--- src/rtl/team_06_audio_pkg.sv ---
// Shared types and helpers for the team_06 audio blocks: echo FSM states,
// default widths and the weighted-mix arithmetic used by the echo mixer.
package team_06_audio_pkg;

    localparam int DATA_W_DEF  = 8;
    localparam int DELAY_W_DEF = 13;
    localparam int GAIN_W_DEF  = 3;
    localparam int TIMEOUT_DEF = 16;

    typedef enum logic [2:0] {
        IDLE,
        RD_REQ,
        MIX,
        WR_REQ,
        OUT
    } echo_state_t;

    // Weighted blend (a*(2^gain_w - g) + p*g) >> gain_w.
    // Operands arrive zero-extended to 32 bits, which covers DATA_W+GAIN_W+1.
    function automatic logic [31:0] weighted_mix(
        input logic [31:0] a,
        input logic [31:0] p,
        input logic [31:0] g,
        input int          gain_w
    );
        logic [31:0] wa;
        logic [31:0] wp;
        wa = a * ((32'd1 << gain_w) - g);
        wp = p * g;
        return (wa + wp) >> gain_w;
    endfunction

endpackage

--- src/rtl/team_06_echo_mixer.sv ---
// Combinational weighted mix of the current and delayed sample, with a result
// register loaded while the echo FSM sits in its MIX state.
module team_06_echo_mixer
    import team_06_audio_pkg::*;
#(
    parameter int DATA_W = DATA_W_DEF,
    parameter int GAIN_W = GAIN_W_DEF
) (
    input  logic              clk,
    input  logic              rst_n,
    input  logic              load,
    input  logic [DATA_W-1:0] audio,
    input  logic [DATA_W-1:0] past,
    input  logic [GAIN_W-1:0] gain,
    output logic [DATA_W-1:0] mix_now,
    output logic [DATA_W-1:0] mix_q
);

    // The weights sum to 2^GAIN_W, so the shifted result always fits DATA_W.
    assign mix_now = DATA_W'(weighted_mix(32'(audio), 32'(past), 32'(gain), GAIN_W));

    always_ff @(posedge clk) begin
        if (!rst_n) begin
            mix_q <= '0;
        end else if (load) begin
            mix_q <= mix_now;
        end
    end

endmodule

--- src/rtl/team_06_echo_engine.sv ---
// Handshaked echo/delay effect: reads the sample delay_samples ago from SRAM,
// blends it with the new sample and writes the delay-line sample back.
module team_06_echo_engine
    import team_06_audio_pkg::*;
#(
    parameter int DATA_W  = DATA_W_DEF,
    parameter int DELAY_W = DELAY_W_DEF,
    parameter int GAIN_W  = GAIN_W_DEF,
    parameter int TIMEOUT = TIMEOUT_DEF
) (
    input  logic               clk,
    input  logic               rst_n,
    input  logic               sample_valid,
    input  logic [DATA_W-1:0]  audio_in,
    input  logic               echo_en,
    input  logic               feedback_mode,
    input  logic [DELAY_W-1:0] delay_samples,
    input  logic [GAIN_W-1:0]  gain,
    output logic [DELAY_W-1:0] offset,
    output logic               mem_rd_req,
    input  logic               mem_rd_ack,
    input  logic [DATA_W-1:0]  past_output,
    output logic               mem_wr_req,
    input  logic               mem_wr_ack,
    output logic [DATA_W-1:0]  save_audio,
    output logic [DATA_W-1:0]  echo_out,
    output logic               echo_valid,
    output logic               busy,
    output logic               overrun,
    output logic               mem_miss
);

    localparam int                 TMR_W    = $clog2(TIMEOUT + 1);
    localparam logic [TMR_W-1:0]   TMR_LAST = TMR_W'(TIMEOUT - 1);
    localparam logic [DELAY_W-1:0] FILL_MAX = '1;

    echo_state_t        state;
    echo_state_t        state_nxt;
    logic [TMR_W-1:0]   timer;
    logic [DELAY_W-1:0] fill_cnt;
    logic [DELAY_W-1:0] eff_fill;
    logic [DATA_W-1:0]  audio_lat;
    logic [DATA_W-1:0]  past_reg;
    logic [GAIN_W-1:0]  gain_lat;
    logic               fb_lat;
    logic               en_lat;
    logic [DATA_W-1:0]  mix_now;
    logic [DATA_W-1:0]  mix_q;

    logic accept;
    logic rd_done;
    logic rd_miss;
    logic wr_done;
    logic wr_miss;

    team_06_echo_mixer #(
        .DATA_W (DATA_W),
        .GAIN_W (GAIN_W)
    ) u_mixer (
        .clk     (clk),
        .rst_n   (rst_n),
        .load    (state == MIX),
        .audio   (audio_lat),
        .past    (past_reg),
        .gain    (gain_lat),
        .mix_now (mix_now),
        .mix_q   (mix_q)
    );

    // A new delay value restarts warm-up, so the accept decision must already
    // see the cleared fill count rather than the stale one.
    always_comb begin
        state_nxt = state;
        accept    = 1'b0;
        rd_done   = 1'b0;
        rd_miss   = 1'b0;
        wr_done   = 1'b0;
        wr_miss   = 1'b0;
        eff_fill  = (delay_samples != offset) ? '0 : fill_cnt;

        case (state)
            IDLE: begin
                if (sample_valid) begin
                    accept = 1'b1;
                    if (!echo_en || delay_samples == '0 || eff_fill < delay_samples) begin
                        state_nxt = MIX;
                    end else begin
                        state_nxt = RD_REQ;
                    end
                end
            end
            RD_REQ: begin
                if (mem_rd_ack) begin
                    rd_done   = 1'b1;
                    state_nxt = MIX;
                end else if (timer == TMR_LAST) begin
                    rd_miss   = 1'b1;
                    state_nxt = MIX;
                end
            end
            MIX: begin
                state_nxt = en_lat ? WR_REQ : OUT;
            end
            WR_REQ: begin
                if (mem_wr_ack) begin
                    wr_done   = 1'b1;
                    state_nxt = OUT;
                end else if (timer == TMR_LAST) begin
                    wr_miss   = 1'b1;
                    state_nxt = OUT;
                end
            end
            OUT: begin
                state_nxt = IDLE;
            end
            default: begin
                state_nxt = IDLE;
            end
        endcase
    end

    assign mem_rd_req = (state == RD_REQ);
    assign mem_wr_req = (state == WR_REQ);
    assign busy       = (state != IDLE);

    // State register plus all datapath latches; past_reg defaults to the dry
    // sample at accept so a read timeout needs no extra handling.
    always_ff @(posedge clk) begin
        if (!rst_n) begin
            state      <= IDLE;
            timer      <= '0;
            fill_cnt   <= '0;
            offset     <= '0;
            audio_lat  <= '0;
            past_reg   <= '0;
            gain_lat   <= '0;
            fb_lat     <= 1'b0;
            en_lat     <= 1'b0;
            save_audio <= '0;
            echo_out   <= '0;
            echo_valid <= 1'b0;
            overrun    <= 1'b0;
            mem_miss   <= 1'b0;
        end else begin
            state      <= state_nxt;
            echo_valid <= (state == OUT);
            overrun    <= sample_valid && (state != IDLE);
            mem_miss   <= rd_miss || wr_miss;

            if ((state == RD_REQ || state == WR_REQ) && state_nxt == state) begin
                timer <= timer + 1'b1;
            end else begin
                timer <= '0;
            end

            if (accept) begin
                audio_lat <= audio_in;
                past_reg  <= audio_in;
                gain_lat  <= gain;
                fb_lat    <= feedback_mode;
                en_lat    <= echo_en;
                offset    <= delay_samples;
                if (delay_samples != offset) begin
                    fill_cnt <= '0;
                end
            end

            if (rd_done) begin
                past_reg <= past_output;
            end

            if (state == MIX && en_lat) begin
                save_audio <= fb_lat ? mix_now : audio_lat;
            end

            if (wr_done && fill_cnt != FILL_MAX) begin
                fill_cnt <= fill_cnt + 1'b1;
            end

            if (state == OUT) begin
                echo_out <= mix_q;
            end
        end
    end

endmodule

--- config.mk ---
export PLATFORM = sky130hd
export DESIGN_NAME = team_06_echo_engine
export DESIGN_NICKNAME = d
export VERILOG_FILES = /design/src/rtl/team_06_audio_pkg.sv /design/src/rtl/team_06_echo_mixer.sv /design/src/rtl/team_06_echo_engine.sv
export SDC_FILE = /design/constraint.sdc
export NUM_CORES = 1
export LEC_CHECK = 0
export BUFFER_PORTS_ARGS = -buffer_cell sky130_fd_sc_hd__buf_4
export CAP_MARGIN = 20
export CELL_PAD_IN_SITES_DETAIL_PLACEMENT = 0
export CELL_PAD_IN_SITES_GLOBAL_PLACEMENT = 1
export CORE_MARGIN = 1.5
export CORE_UTILIZATION = 25
export CTS_CLUSTER_DIAMETER = 30
export DETAILED_ROUTE_END_ITERATION = 8
export PLACE_DENSITY = 0.5
export SYNTH_ARGS = -nofsm -noshare
export SYNTH_HDL_FRONTEND = slang
export SYNTH_SLANG_ARGS = --single-unit
--- constraint.sdc ---
create_clock -name clk -period 12.1 [get_ports clk]
set_clock_uncertainty 0.15 [all_clocks]
set_input_delay 1.815 -clock clk [delete_from_list [all_inputs] [get_ports clk]]
set_output_delay 1.815 -clock clk [all_outputs]
set_load 0.1 [all_outputs]
# Yosys cells after proc, flatten, opt, wreduce, memory -nomap -nowiden
# Cells that the tools add are included.
[totals]
output_inout_bits = 35
ram_bits = 0
elab_cells = 70
latch_bits = 0
rom_bits = 0
inputBits = 39
ff_bits = 82
mem_count = 0
[classes]
bitwise_logic = 0
add_sub_neg = 4
n_div = 0
n_mul = 2
magnitude_cmp = 1
shift = 0
n_eq_ne = 8
n_reduce_logical = 15
n_mux = 25
[op_table]
columns = ["op", "n"]
rows = [
  ["two-way mux 13 bit", 3],
  ["multiplier 8 x 32 -> 11 bit", 1],
  ["two-way mux 8 bit", 3],
  ["two-way mux 3 bit", 6],
  ["adder 13 x 1 -> 13 bit (second input constant)", 1],
  ["logical NOT 13 bit", 1],
  ["less-than comparator 13 bit", 1],
  ["inequality test 13 bit", 1],
  ["inequality test 13 bit (second input constant)", 1],
  ["one-hot mux 3 bit (4 select lines)", 1],
  ["adder 11 bit", 1],
  ["multiplier 8 x 3 -> 11 bit", 1],
  ["two-way mux 1 bit", 11],
  ["equality test 3 x 2 -> 1 bit (second input constant)", 2],
  ["adder 5 x 1 -> 5 bit (second input constant)", 1],
  ["equality test 5 x 4 -> 1 bit (second input constant)", 1],
  ["subtractor 4 x 3 -> 5 bit (first input constant)", 1],
  ["logical AND 1 bit", 4],
  ["logical OR 1 bit", 4],
  ["nonzero test 2 bit", 2],
  ["equality test 3 x 1 -> 1 bit (second input constant)", 1],
  ["equality test 3 bit", 1],
  ["equality test 3 bit (second input constant)", 1],
  ["logical NOT 3 bit", 1],
  ["other kinds (4)", 4],
]

# Longest topological paths before layout
[logic_depth]
depth_word = 10
depth_mapped = 20
depth_no_buf = 19

# By module
# From an unflattened synthesis, not the netlist that was laid out.
[unflattened]
hier_cells = 693
area_unflattened_um2 = 5781.8
[modules_own_cells]
columns = ["mod", "area_per_inst_um2", "instances", "seq_area_each_um2", "cells_per_inst"]
rows = [
  ["team_06_echo_engine", 3656.0, 1, 1481.4, 449],
  ["team_06_echo_mixer", 2125.8, 1, 160.2, 244],
]

# Worst setup path after synthesis
# Ideal clock, no wire load.
[synth_path]
path_type = "reg2reg"
startpoint = "register gain_lat[0]"
endpoint = "register save_audio[7]"
slack_ns = 6.987
path_buffers = 1
setup_time_ns = 0.127
t_required_ns = 11.823
arrival_ns = 4.836
period_less_slack_ns = 5.113
path_stages_with_launch = 17
path_cell_list = "dfxtp_1 -> clkbuf_1 -> inv_1 -> ha_1 -> xnor2_1 -> and2_1 -> fa_1 -> fa_1 -> fa_1 -> fa_1 -> ha_1 -> ha_1 -> and3_1 -> a221oi_1 -> a21oi_1 -> xnor2_1 -> o22ai_1"
[synth_between]
elab_chain_len = 4
word_cells_on_any_way = 5
classes_between = "add/sub (2); mul (2); mux (1)"
[synth_lines]
columns = ["item", "line_no", "rtl"]
rows = [
  ["start: declaration", "team_06_echo_engine.sv:44", "logic [GAIN_W-1:0] gain_lat;"],
  ["start signal: assignment", "team_06_echo_engine.sv:159", "gain_lat <= gain;"],
  ["subtractor 4 x 3 -> 5 bit", "team_06_audio_pkg.sv:28", "wa = a * ((32'd1 << gain_w) - g);"],
  ["multiplier 8 x 32 -> 11 bit", "team_06_audio_pkg.sv:28", ""],
  ["adder 11 bit *", "team_06_audio_pkg.sv:30", "return (wa + wp) >> gain_w;"],
  ["two-way mux 8 bit *", "team_06_echo_engine.sv:173", "save_audio <= fb_lat ? mix_now : audio_lat;"],
  ["end signal: assignment", "team_06_echo_engine.sv:173", ""],
  ["end: declaration", "team_06_echo_engine.sv:25", "output logic [DATA_W-1:0] save_audio,"],
]
# Every way passes the cells marked *; elsewhere a longest branch is shown, timed or not.
# A chain may end at the register's enable or synchronous reset.

# Worst setup path in the final report
# Same ends and word-level chain as after synthesis.

==> flow_results.org <==
** Timing
- Setup violations remaining at the end of the flow were counted as 0.
- Derived from the worst setup path, the maximum achievable clock frequency is 176 MHz.
- Worst-Margin Slew :: 0.902 ns
- Setup tns final :: 0 ns
- Final Cycle Share :: 0.470
- The max-slew violation count came to 0.
- Clock period minus final worst setup slack :: 5.69 ns
- The hold violation total from the final report came to 0.
- The worst pin sits at a relative slew slack of 0.394.
- RSZ-0062 raised after global routing :: false

** Critical path
- Maximum fanout along the worst path :: 18
- By startpoint and endpoint, the worst setup path is classified as reg2reg.
- Cell class contributing the biggest share of worst-path delay :: adder cells
- At the worst endpoint, the required time is roughly 12 ns.
- Longest individual stage delay on the worst path :: 0.65 ns
- The worst setup path is launched from a flop.
- The slowest stage of the critical path belongs to the cell dfxtp_1.
- Series of cell instances along the critical path :: inv_1, ha_1, xnor2_1, and2_1, fa_1, fa_1, fa_1, fa_1, ha_1, ha_1, and3_1, a221oi_1, a21oi_1, xnor2_1, o22ai_1
- Worst endpoint data arrival time :: 5.74 ns
- Cell occurring most often along the worst timing path :: fa_1
- Together, buffers and inverters on the worst path number 1.
- Worst setup EP type :: flop

** Floorplanning
- From left edge to right edge, the die measures 153 µm.
- Measured along the y axis, the die boundary spans ~150 µm.
- Site row count :: 54
- Core ar. :: between 0.02 and 0.025 mm²
- Starting density of the core :: 0.257
- For this design the top-level I/O count stands at between 70 and 80.
- Die outline area :: approximately 0.023 mm²

** Placed design
- The wire-length estimate of the detail-placed layout is approximately 12000 µm.
- The number of placed instances, taps included, is 1007.
- Number of I/O port buffers :: 73
- RD Place Congestion :: ~0.79

** Routing
- Number of nets with antenna violations after routing :: 0
- In the routed design, unresolved DRC markers number 1.
- Via density per instance :: ~4.6
- For this block, the initial DRC count from the detailed router was 158.
- For this block, the routed nets add up to ~15000 µm of wire.
- The pre-antenna-repair detailed-routing pass consisted of 6 iterations.
- Total via count after detailed routing :: 4681
- Dividing the detail-routed wire length by the instance count gives 15.0 µm.

** Synthesis
- The cell area that synthesis handed to floorplanning was 0.00564 mm².
- The synthesized-area fraction occupied by ao, oa, aoi and oai cells came to 0.123.
- Fraction of synthesized area in multiplexers :: 0.0177
- Of the total synthesized cell area, the portion taken by full adders, half adders and majority gates is 0.221.
- Most common cell in the synthesized netlist :: nand2_1
- Sequential cell area fraction in the yosys report :: 0.291
- After synthesis, the mean cell area works out to 8.31 µm².
- dfxtp_1 takes more of the synthesized area than any other cell.
- Net Count, Synth :: 798
- The synthesized netlist contains between 50 and 60 unique library cells.
- The commonest cells after synthesis are nand2_1, dfxtp_1, inv_1.
- In this run, synthesis inferred 0 flip-flops with an integrated enable.
- Of the total synthesized cell area, the portion taken by XOR and XNOR cells is 0.0434.
- Synth warnings :: 0
- After synthesis the netlist holds a flip-flop and latch count of 82.
- Post-synthesis share of cell area spent on and, or, nand and nor gates :: 0.237
- In the synthesized netlist the async set-or-reset flop fraction comes to 0.
- In the synthesized netlist the dominant register cell turns out to be dfxtp_1.
- Cells after synthesis :: slightly below 700
- Top-area cell type share of the netlist area :: 0.291
- After synthesis, the largest family of logic cells by area is simple AND/OR/NAND/NOR gates.
- Cells taking the most area after synthesis :: dfxtp_1, fa_1, ha_1

** Clock network
- Post-cts hold buffer count :: 0
- The clock drives 82 sinks.
- # resized after CTS :: 0
- Post CTS Setup Buffer Count :: 0
- Clock transition at the registers of the reported paths :: 0.07 ns
- The later pin in the worst-skew pair is clocked with a latency of between 0.3 and 0.4 ns.
- Count of H-tree levels built during CTS :: 3
- TritonCTS built the clock tree.
- The cell sitting at the root of the clock tree is a clkbuf_16.
- Number of clock buffers inserted by TritonCTS :: 9
- CTS Buffer Depth :: 2

** Global route
- For this run, the total global-route usage over all layers was measured as 0.139.
- Antenna violations before repair :: 0
- Wire length of the first global-routing pass :: between 20000 and 30000 µm
- For this run the aggregate overflow at the end of global routing stands at 0.
- The via count of the first global-routing pass was just over 5000.
- Pin count of the biggest net entering global routing :: 49

** Final layout
- Share of final-layout standard cells stronger than drive strength 1 :: 0.139
- 0 antenna diodes ended up in the layout.
- Fill cells in the final layout number around 2300.
- The largest registers in the layout are fill_cnt: 13 flops, offset: 13 flops.
- At the end of the flow, the number of nets in the layout was 857.
- The finished layout holds 1023 standard cells, fillers aside.
- Area Overhead vs Synth :: 20.0%
- Final standard cell utilization of the core :: 0.308

** Pwr
- Peak VDD IR :: slightly above 0.06 mV
- For this design the ratio of total power to cell area is roughly 120 mW/mm².
- For this design the static power due to leakage is between 2 and 3 nW.
- After layout, the design draws a total of a little under 0.8 mW.

** Min path
- Tightest Hold Check Type :: reg2reg

** Status
- The checks that failed: DRC.
- The flow ran to the end, but the final reports show violations.

** Job
- Max-cap check violation count :: 0
kinds of logic (layout without fill, tap and decap cells):
kind of cell | after synthesis | in the layout
AO/OA/AOI/OAI | 114 | 114
adder cells (fa/ha/maj) | 80 | 80
flip-flops | 82 | 82
AND/OR/NAND/NOR | 268 | 268
XOR/XNOR | 28 | 28
multiplexers | 10 | 10
buffers and inverters | 97 | 161
path summary, 6_finish.rpt:
check                                  from       endpoint  slack (ns)  depth (start not counted)
worst max register to register  gain_lat[0]  save_audio[7]        6.41                         15
worst max-delay path            gain_lat[0]  save_audio[7]        6.41                         15
worst min-delay path               timer[0]       timer[0]        0.31                          1
worst min register to register     timer[0]       timer[0]        0.31                          1
placed cells by master, fill, tap and decap left out, drive strengths merged, types with 3 or more instances in the layout:
master	n
a21boi	22
a21oi	43
a31oi	10
and2	51
and2b	3
and3	10
buf	75
clkbuf	9
dfxtp	82
fa	33
ha	47
inv	72
mux2i	10
nand2	127
nand3	14
nand4	10
nor2	21
nor2b	4
nor3	7
nor4	3
o211ai	5
o21ai	22
or3	4
or4	3
xnor2	24
xor2	4
per-stage QoR:
step                      hold WS [ns]  instance area, µm²  setup slack (ns)
after floorplan                  0.268                5640              6.99
after global placement           0.277                6450              6.61
after detailed placement         0.301                6450              6.42
after CTS                        0.313                6770              6.41
after global routing             0.338                6770              5.95
final                            0.308                6770              6.41
final cells by class:
| cell class | count | area [µm²] | share of cell area |
|---|---|---|---|
| multi-input cells | 500 | 3630 | 0.536 |
| well taps | 280 | 350 | 0.0517 |
| clock buffers | 9 | 225 | 0.0332 |
| repair buffers | 75 | 563 | 0.0831 |
| inverters | 70 | 263 | 0.0388 |
| clock inverters | 7 | 101 | 0.0150 |
| flip-flops and latches | 82 | 1640 | 0.242 |
layer usage:
layer	global-route usage	vias to the layer above	part of all wire
li1	-	2355	-
met1	0.169	2249	0.46
met2	0.247	63	0.50
met3	0.0252	14	0.031
met4	0.0406	0	0.012
met5	0	-	0
where the power goes:
group / total, mW / internal [mW] / switching [mW]
combinational: 0.181 / 0.0606 / 0.121
sequential: 0.303 / 0.284 / 0.0190
clock: 0.304 / 0.183 / 0.121
(Power assumes the default switching activity.)
